<file path="src/rtl/rx_frame_filter.sv">
// Rx destination-address filter: holds the 8-byte header, matches the DA against
// broadcast, promiscuous, address-table and multicast-hash rules, then replays or discards.
module rx_frame_filter #(
    parameter int MAX_STD_LEN  = 1522,
    parameter int MAX_LONG_LEN = 16384
) (
    input  logic        aclk,
    input  logic        aresetn,
    input  logic        EN,
    input  logic        UPE,
    input  logic        MPE,
    input  logic        BAM,
    input  logic        LPE,
    input  logic [1:0]  MO,
    output logic [3:0]  rtbl_index,
    input  logic [63:0] rtbl_data,
    output logic [6:0]  mtbl_index,
    input  logic [31:0] mtbl_data,
    input  logic [31:0] mac_s_tdata,
    input  logic [3:0]  mac_s_tkeep,
    input  logic        mac_s_tvalid,
    input  logic        mac_s_tlast,
    output logic        mac_s_tready,
    output logic [31:0] out_m_tdata,
    output logic [3:0]  out_m_tkeep,
    output logic        out_m_tvalid,
    output logic        out_m_tlast,
    output logic        out_m_tuser,
    input  logic        out_m_tready,
    output logic [15:0] frames_ok,
    output logic [15:0] frames_drop
);

    typedef enum logic [2:0] {
        S_IDLE, S_HDR1, S_LOOKUP, S_DECIDE, S_REPLAY, S_FWD, S_DROP
    } state_t;

    state_t      state_q, state_d;
    logic [31:0] w0_q, w0_d, w1_q, w1_d;
    logic        en_q, en_d, lpe_q, lpe_d;
    logic        run_q, run_d;
    logic [6:0]  mtbl_index_q, mtbl_index_d;
    logic [4:0]  hbit_q, hbit_d;
    logic [4:0]  lk_cnt_q, lk_cnt_d;
    logic        match_q, match_d;
    logic        rp_q, rp_d;
    logic [15:0] bytes_q, bytes_d;
    logic [15:0] ok_q, ok_d, drop_q, drop_d;

    logic [47:0] da;
    logic        bcast, mcast, accept;
    logic [11:0] hash;
    logic [16:0] sum17, limit;
    logic [15:0] bytes_sum;
    logic        ok_inc, drop_inc;
    logic        unused_rtbl;

    assign unused_rtbl = ^rtbl_data[62:48];
    assign da          = {w1_q[15:0], w0_q};
    assign bcast       = &da;
    assign mcast       = da[0] && !bcast;
    assign accept      = en_q && (bcast ? BAM :
                                  mcast ? (MPE || mtbl_data[hbit_q] || match_q) :
                                          (UPE || match_q));
    assign limit       = lpe_q ? 17'(MAX_LONG_LEN) : 17'(MAX_STD_LEN);
    assign rtbl_index  = (state_q == S_LOOKUP) ? lk_cnt_q[3:0] : 4'd0;
    assign mtbl_index  = mtbl_index_q;
    assign frames_ok   = ok_q;
    assign frames_drop = drop_q;

    function automatic logic [2:0] popcnt(input logic [3:0] k);
        popcnt = 3'(k[0]) + 3'(k[1]) + 3'(k[2]) + 3'(k[3]);
    endfunction

    // Hash bits come from DA bytes d4/d5, which sit in the low half of the second beat.
    always_comb begin
        case (MO)
            2'd0:    hash = mac_s_tdata[15:4];
            2'd1:    hash = mac_s_tdata[14:3];
            2'd2:    hash = mac_s_tdata[13:2];
            default: hash = mac_s_tdata[11:0];
        endcase
    end

    assign sum17     = {1'b0, bytes_q} + 17'(popcnt(mac_s_tkeep));
    assign bytes_sum = sum17[16] ? 16'hFFFF : sum17[15:0];

    always_comb begin
        state_d      = state_q;
        w0_d         = w0_q;
        w1_d         = w1_q;
        en_d         = en_q;
        lpe_d        = lpe_q;
        run_d        = 1'b1;
        mtbl_index_d = mtbl_index_q;
        hbit_d       = hbit_q;
        lk_cnt_d     = lk_cnt_q;
        match_d      = match_q;
        rp_d         = rp_q;
        bytes_d      = bytes_q;
        ok_inc       = 1'b0;
        drop_inc     = 1'b0;
        mac_s_tready = 1'b0;
        out_m_tvalid = 1'b0;
        out_m_tdata  = mac_s_tdata;
        out_m_tkeep  = mac_s_tkeep;
        out_m_tlast  = 1'b0;
        out_m_tuser  = 1'b0;

        case (state_q)
            S_IDLE: begin
                // run_q keeps ready low while the block sits in reset
                mac_s_tready = run_q;
                if (run_q && mac_s_tvalid) begin
                    w0_d = mac_s_tdata;
                    en_d = EN;
                    if (mac_s_tlast) drop_inc = 1'b1;
                    else             state_d  = S_HDR1;
                end
            end
            S_HDR1: begin
                mac_s_tready = 1'b1;
                if (mac_s_tvalid) begin
                    w1_d         = mac_s_tdata;
                    mtbl_index_d = hash[11:5];
                    hbit_d       = hash[4:0];
                    if (mac_s_tlast) begin
                        drop_inc = 1'b1;
                        state_d  = S_IDLE;
                    end else begin
                        lk_cnt_d = 5'd0;
                        match_d  = 1'b0;
                        state_d  = S_LOOKUP;
                    end
                end
            end
            S_LOOKUP: begin
                // entry (lk_cnt_q-1) arrives this cycle; 17 cycles covers all 16
                if (lk_cnt_q != 5'd0 && rtbl_data[63] && rtbl_data[47:0] == da)
                    match_d = 1'b1;
                if (lk_cnt_q == 5'd16) state_d  = S_DECIDE;
                else                   lk_cnt_d = lk_cnt_q + 5'd1;
            end
            S_DECIDE: begin
                lpe_d   = LPE;
                bytes_d = 16'd8;
                rp_d    = 1'b0;
                state_d = accept ? S_REPLAY : S_DROP;
            end
            S_REPLAY: begin
                out_m_tvalid = 1'b1;
                out_m_tdata  = rp_q ? w1_q : w0_q;
                out_m_tkeep  = 4'hF;
                if (out_m_tready) begin
                    if (rp_q) state_d = S_FWD;
                    else      rp_d    = 1'b1;
                end
            end
            S_FWD: begin
                mac_s_tready = out_m_tready;
                out_m_tvalid = mac_s_tvalid;
                out_m_tlast  = mac_s_tlast;
                out_m_tuser  = mac_s_tlast && ({1'b0, bytes_sum} > limit);
                if (mac_s_tvalid && out_m_tready) begin
                    bytes_d = bytes_sum;
                    if (mac_s_tlast) begin
                        ok_inc  = 1'b1;
                        state_d = S_IDLE;
                    end
                end
            end
            S_DROP: begin
                mac_s_tready = 1'b1;
                if (mac_s_tvalid && mac_s_tlast) begin
                    drop_inc = 1'b1;
                    state_d  = S_IDLE;
                end
            end
            default: state_d = S_IDLE;
        endcase

        ok_d   = (ok_inc   && ok_q   != 16'hFFFF) ? ok_q   + 16'd1 : ok_q;
        drop_d = (drop_inc && drop_q != 16'hFFFF) ? drop_q + 16'd1 : drop_q;
    end

    always_ff @(posedge aclk or negedge aresetn) begin
        if (!aresetn) begin
            state_q      <= S_IDLE;
            w0_q         <= '0;
            w1_q         <= '0;
            en_q         <= 1'b0;
            lpe_q        <= 1'b0;
            run_q        <= 1'b0;
            mtbl_index_q <= '0;
            hbit_q       <= '0;
            lk_cnt_q     <= '0;
            match_q      <= 1'b0;
            rp_q         <= 1'b0;
            bytes_q      <= '0;
            ok_q         <= '0;
            drop_q       <= '0;
        end else begin
            state_q      <= state_d;
            w0_q         <= w0_d;
            w1_q         <= w1_d;
            en_q         <= en_d;
            lpe_q        <= lpe_d;
            run_q        <= run_d;
            mtbl_index_q <= mtbl_index_d;
            hbit_q       <= hbit_d;
            lk_cnt_q     <= lk_cnt_d;
            match_q      <= match_d;
            rp_q         <= rp_d;
            bytes_q      <= bytes_d;
            ok_q         <= ok_d;
            drop_q       <= drop_d;
        end
    end

endmodule
</file>
<file path="config.mk">
export PLATFORM = sky130hd
export DESIGN_NAME = rx_frame_filter
export DESIGN_NICKNAME = d
export VERILOG_FILES = /design/src/rtl/rx_frame_filter.sv
export SDC_FILE = /design/constraint.sdc
export NUM_CORES = 1
export LEC_CHECK = 0
export BUFFER_PORTS_ARGS = -buffer_cell sky130_fd_sc_hd__buf_2
export CAP_MARGIN = 40
export CELL_PAD_IN_SITES_DETAIL_PLACEMENT = 0
export CELL_PAD_IN_SITES_GLOBAL_PLACEMENT = 1
export CORE_ASPECT_RATIO = 0.6
export CORE_MARGIN = 2
export CORE_UTILIZATION = 41
export DETAILED_ROUTE_END_ITERATION = 16
export PLACE_DENSITY_LB_ADDON = 0.1
export RECOVER_POWER = 25
export SLEW_MARGIN = 20
export SYNTH_ARGS = -nofsm -noshare
export SYNTH_HDL_FRONTEND = slang
export SYNTH_SLANG_ARGS = --single-unit
</file>
<file path="constraint.sdc">
create_clock -name aclk -period 4.5 [get_ports aclk]
set_clock_uncertainty 0.2 [all_clocks]
set_input_delay 0.225 -clock aclk [delete_from_list [all_inputs] [get_ports aclk]]
set_output_delay 0.225 -clock aclk [all_outputs]
set_load 0.1 [all_outputs]
</file>
# After elaboration in Yosys (flattened, before gate mapping)
# Index checks and enable logic that the tools add are counted.
[totals] ff_bits=137 output_inout_bits=83 mem_bits_rw=0 n_memories=0 latch_bits=0 mem_bits_ro=0
[op_classes] n_reduce_logical=29 muxes=46 eq_ne=24 addsub=7 bitwise=0 n_mul=0 div_mod_pow=0 shifts=0 magnitude_cmp=2
[ops] operator="two-way mux 32 bit" count=2
[ops] operator="equality test 48 bit" count=1
[ops] operator="AND reduction 48 bit" count=1
[ops] operator="one-hot mux 12 bit (3 select lines)" count=1
[ops] operator="adder 16 x 1 -> 16 bit, second input constant" count=2
[ops] operator="two-way mux 16 bit" count=2
[ops] operator="inequality test 16 bit, second input constant" count=2
[ops] operator="one-hot mux 16 bit (2 select lines)" count=1
[ops] operator="two-way mux 3 bit" count=9
[ops] operator="one-hot mux 3 bit (7 select lines)" count=1
[ops] operator="inequality test 2 bit, second input constant" count=10
[ops] operator="adder 16 x 3 -> 17 bit" count=1
[ops] operator="> comparator 16 x 15 -> 1 bit" count=1
[ops] operator="two-way mux 1 bit" count=15
[ops] operator="two-way mux 15 bit" count=1
[ops] operator="two-way mux 5 bit" count=3
[ops] operator="logical AND 1 bit" count=10
[ops] operator="one-hot mux 5 bit (2 select lines)" count=1
[ops] operator="equality test 3 bit, second input constant" count=3
[ops] operator="AND reduction 9 bit" count=1
[ops] operator="two-way mux 4 bit" count=2
[ops] operator="AND reduction 2 bit" count=4
[ops] operator="AND reduction 4 bit" count=2
[ops] operator="equality test 3 x 2 -> 1 bit, second input constant" count=2
[ops] operator="other kinds (21)" count=30

# Depth between registers and ports, before layout
[logic_depth] ltp_word=9 mapped_depth=18

# Least setup slack after synthesis
# Ideal clock, no wire load.
[synth_path] kind="input -> output" from="input port mac_s_tkeep[0]" to="output port out_m_tuser" slack_ps=-554 arrival_ps=4629 required_ps=4075 path_buffers=1 cell_stages=17 cell_sequence="fa_1 -> inv_1 -> fa_1 -> inv_1 -> fa_1 -> nand3_1 -> nor4_2 -> nand2b_1 -> clkbuf_1 -> nand2_1 -> ha_1 -> nand4_1 -> o211ai_1 -> a21oi_1 -> o211ai_1 -> a21oi_1 -> o21ai_1"
[synth_via] elab_chain_cells=8
[synth_lines] item="start: declaration" line="20" source="input logic [3:0] mac_s_tkeep,"
[synth_lines] item="adder 1 x 1 -> 2 bit" line="72" source="popcnt = 3'(k[0]) + 3'(k[1]) + 3'(k[2]) + 3'(k[3]);"
[synth_lines] item="adder 2 x 1 -> 3 bit" line="72"
[synth_lines] item="adder 3 x 1 -> 3 bit" line="72"
[synth_lines] item="adder 16 x 3 -> 17 bit" line="85" source="assign sum17 = {1'b0, bytes_q} + 17'(popcnt(mac_s_tkeep));"
[synth_lines] item="two-way mux 16 bit" line="86" source="assign bytes_sum = sum17[16] ? 16'hFFFF : sum17[15:0];"
[synth_lines] item="> comparator 16 x 15 -> 1 bit" line="163" source="out_m_tuser = mac_s_tlast && ({1'b0, bytes_sum} > limit);"
[synth_lines] item="logical AND 1 bit" line="163"
[synth_lines] item="two-way mux 1 bit" line="110" source="case (state_q)"
[synth_lines] item="end: declaration" line="28" source="output logic out_m_tuser,"
# No other way between the ends.

# Final worst setup path
# Same ends and word-level chain as after synthesis.

==> results <==
- The number of instances in the synthesized netlist is 771.
- The pre-antenna-repair detailed-routing pass consisted of 4 iterations.
- At the pin with the least slew margin, the transition time is 1670 ps.
- After layout, the design draws a total of 6.98 mW.
- The final-report max-slew violation count is 27.
- The sum of routed wire length over all layers is 24100 µm.
- The number of buffers created by CTS is 17.
- The placed wire-length estimate after detailed placement is 18000 µm.
- The worst endpoint required time is 4070 ps.
- Summing over every cut layer, the via total after detailed routing is 6926.
- The via count of the first global-routing pass is 6350.
- The first global-routing pass estimated 37100 µm of wire.
- In this run the power density over the cells is 656 mW/mm².
- The cell row count is 40.
- The final worst setup slack is 270 ps.
- The CTS tree is yes.
- The post-synthesis register bit count is 137.
- The initial cell density of the core is 0.415.
- The clock transition at the registers of the reported paths is 60 ps.
- The floorplan step defined a die boundary enclosing 0.0212 mm².
- In this run, the number of DRC markers left after iteration 0 of detailed routing was 528.
- Compared with the post-synthesis result, the final layout area differs by 29.5%.
- The total DRC errors in the routed layout is 0.
- The count of synthesis-stage warnings from yosys is 0.
- In the global route stage, overall resource usage came out at 0.229.
- VDD sags by at most 0.519 mV.
- Once layout is complete, the utilization of the core stands at 0.537.
- The root buffer selected by CTS is clkbuf_16.
- The cell type with the highest aggregate area in the netlist is dfrtp_1.
- Counting I/O delays and the setup requirement, the final critical path takes 4230 ps.
- Data arrives at the worst endpoint at 3810 ps.
- The flow ran to the end, but the final reports show violations.
- In the post-synthesis netlist, the biggest area contributors are dfrtp_1, mux2_2, mux4_2.
- Setup violations remaining at the end of the flow were counted as 0.
- The maximum achievable frequency is 236 MHz.
- Along the worst path, the maximum fanout reaches 9.
- Setup repair after global routing left no endpoint under its margin.
- The worst pin sits at a relative slew slack of -0.117.
- The number of standard cells in the layout, taps in and fillers out is 1304.
- The final-report hold violation count is 0.
- The share of synthesized area in the top cell type comes to 0.417.
- At the placement stage, the worst setup path has a slack of 115 ps.
- The final antenna-violating net count is 0.
- Counting tap cells, the placed design contains a total of 1235 instances.
- The leakage component of the power is 4.84 nW.
- The worst slack on hold paths is 80.9 ps.
- Counting every sink on the clock net gives 137.
- 227 I/O pins were placed.
- The net count after synthesis is 931.
- The number of antenna violations at the first check in global routing is 2.
- Traced cell by cell, the critical path runs through buf_2 > fa_1 > inv_1 > fa_1 > inv_1 > fa_2 > nand3_2 > nor4_4 > nand2b_2 > nand2_1 > ha_1 > a21o_1 > nand3_1 > o211ai_1 > a21oi_1 > o211ai_1 > a21oi_1 > o21ai_4 > buf_12.
- The startpoint type of the worst setup path is a primary input.
- The critical path class is in2out.
- The wire length per cell after detailed routing is 18.5 µm.
- The largest single stage delay on the critical path is 530 ps.
- In the finished design, the share of the clock period the worst path needs comes to 0.940.
- In this run, distinct cell masters in the synthesized netlist total 63.
- The number of vias per cell after detailed routing is 5.31.
- The clock reaches the later pin of the worst-skew pair after 420 ps.
- The path class of the tightest hold or removal check is in2reg.
- The type of element capturing the critical path is a primary output.
- In the final layout, the share of cells above drive strength 1 is 0.351.
- Routability-driven placement finished with a final weighted congestion of 0.911.
- The die is 187 µm wide.
- The total negative setup slack is 0 ps.
- Leaving out fill and tap cells, the most frequent cell in the layout is buf_2.
- For this run, the leading register cell type out of synthesis is dfrtp_1.
- The die height is 114 µm.
- The number of max-capacitance violations reported is 1.
- For this run the aggregate overflow at the end of global routing stands at 0.
- After filler insertion, the fill cell instance count of the layout stands at 1834.
- The total core area is 0.0198 mm².
- The final reports fail on max-capacitance violations, max-slew violations.
- Each instance of the synthesized netlist takes up on average 10.7 µm².
- Counting flops with an async set or reset pin after synthesis yields a share of 1.00.
- The number of enable flip-flop cells after synthesis is 0.
- Input and output buffers added on the ports amount to 211.
- Entering global routing, the biggest net connects 77 pins.
- The number of buffers and inverters on the critical path is 4.
- In this run the cell area of the synthesized design comes to 0.00822 mm².
- The top cell types in the final layout, fill and taps aside, are buf_2, dfrtp_1, mux2_2.
- The cell at the slowest stage of the critical path is fa_1.
- The clock passes through at most 2 buffers.
- The number of nets in the finished design is 1178.
- Grouping stages by cell kind, the critical path spends the most delay in adder cells.
- In this run the number of H-tree levels came out at 4.
- The area of placed instances is 0.00968 mm².
- The share of the Yosys chip area taken by registers is 0.417.
- The area of all placed cells without fillers is 0.0106 mm².
==> worst min-delay path: stages <==
cell	delay, ps
buf_2	80
nor4b_1	60
nand2_1	70
a21oi_1	30
nand4_1	100
o21ai_1	80
==> cell families (layout without fill, tap and decap cells) <==
group | after synthesis | after routing | synth area share
and+or+nand+nor | 240 | 240 | 0.153
adders and majority gates | 16 | 16 | 0.0271
buffers and inverters | 51 | 310 | 0.0248
DFF | 137 | 137 | 0.417
muxes | 135 | 135 | 0.206
xor gates and xnor gates | 88 | 88 | 0.0938
AOI/OAI and AO/OA | 103 | 103 | 0.0785
other | 1 | 2 | 0.000456
==> report_power, final <==
part	total [mW]	internal [mW]	leakage (nW)	switching [mW]
registers	2.30	1.66	1.73	0.638
logic	3.29	1.08	2.83	2.21
clock network	1.40	0.858	0.282	0.544
total	6.98	3.59	4.84	3.39
==> sequential cells by signal, summed over array words and instances, names as in the netlist <==
register / count
w0_q: 32
w1_q: 32
bytes_q: 16
frames_drop: 16
frames_ok: 16
mtbl_index: 7
hbit_q: 5
lk_cnt_q: 5
state_q: 3
en_q: 1
lpe_q: 1
match_q: 1
rp_q: 1
run_q: 1
==> metal layers <==
metal	GRT usage	vias to the layer above	part of all wire	routed length, µm
met1	0.373	3339	0.53	12800
met4	0.0519	2	0.0098	236
met2	0.291	248	0.39	9290
met5	0	-	0.00029	7
li1	-	3316	-	-
met3	0.0609	21	0.073	1750
==> cell usage after synthesis, types with 5 or more instances <==
cell type / count
dfrtp_1: 137
mux2_2: 64
nor2_1: 62
a21oi_1: 49
nand2_1: 47
xnor2_1: 47
xor2_1: 41
mux2i_1: 35
nand4_1: 30
nand3_1: 27
mux4_2: 19
mux2_1: 17
clkbuf_1: 16
inv_1: 16
nor4_1: 14
ha_1: 13
o21ai_0: 11
buf_2: 10
nor3_1: 10
buf_1: 8
and3_1: 6
a21o_1: 5
and4_1: 5
nor4_2: 5
o21ai_1: 5
or2_2: 5
==> final timing paths <==
path / from / endpoint / slack (ps) / depth (start not counted)
min in group asynchronous: aresetn / frames_drop[11] / 570 / 2
worst max-delay path: mac_s_tkeep[0] / out_m_tuser / 270 / 19
worst max register to register: state_q[0] / state_q[1] / 1630 / 8
worst min register to register: w1_q[26] / w1_q[26] / 290 / 1
worst min-delay path: MPE / state_q[1] / 80 / 6
max in group asynchronous: aresetn / w0_q[8] / 1920 / 4
==> final cells by class <==
type,instances,area (µm²),area share
clock inverters,10,119,0.0112
diodes,1,2.50,0.000235
multi-input cells,583,4640,0.436
repair buffers,262,1580,0.149
inverters,17,63.8,0.00599
well taps,273,342,0.0321
flip-flops and latches,137,3430,0.322
clock buffers,21,470,0.0442
==> what timing repair did <==
item	in CTS	in global routing
gates resized for setup	0	4
endpoints found under the hold margin	169	0
buffers inserted	0	0
endpoints found under the setup margin	0	1
hold buffers	37	0
No activity file was read; power rests on OpenSTA's default activity.
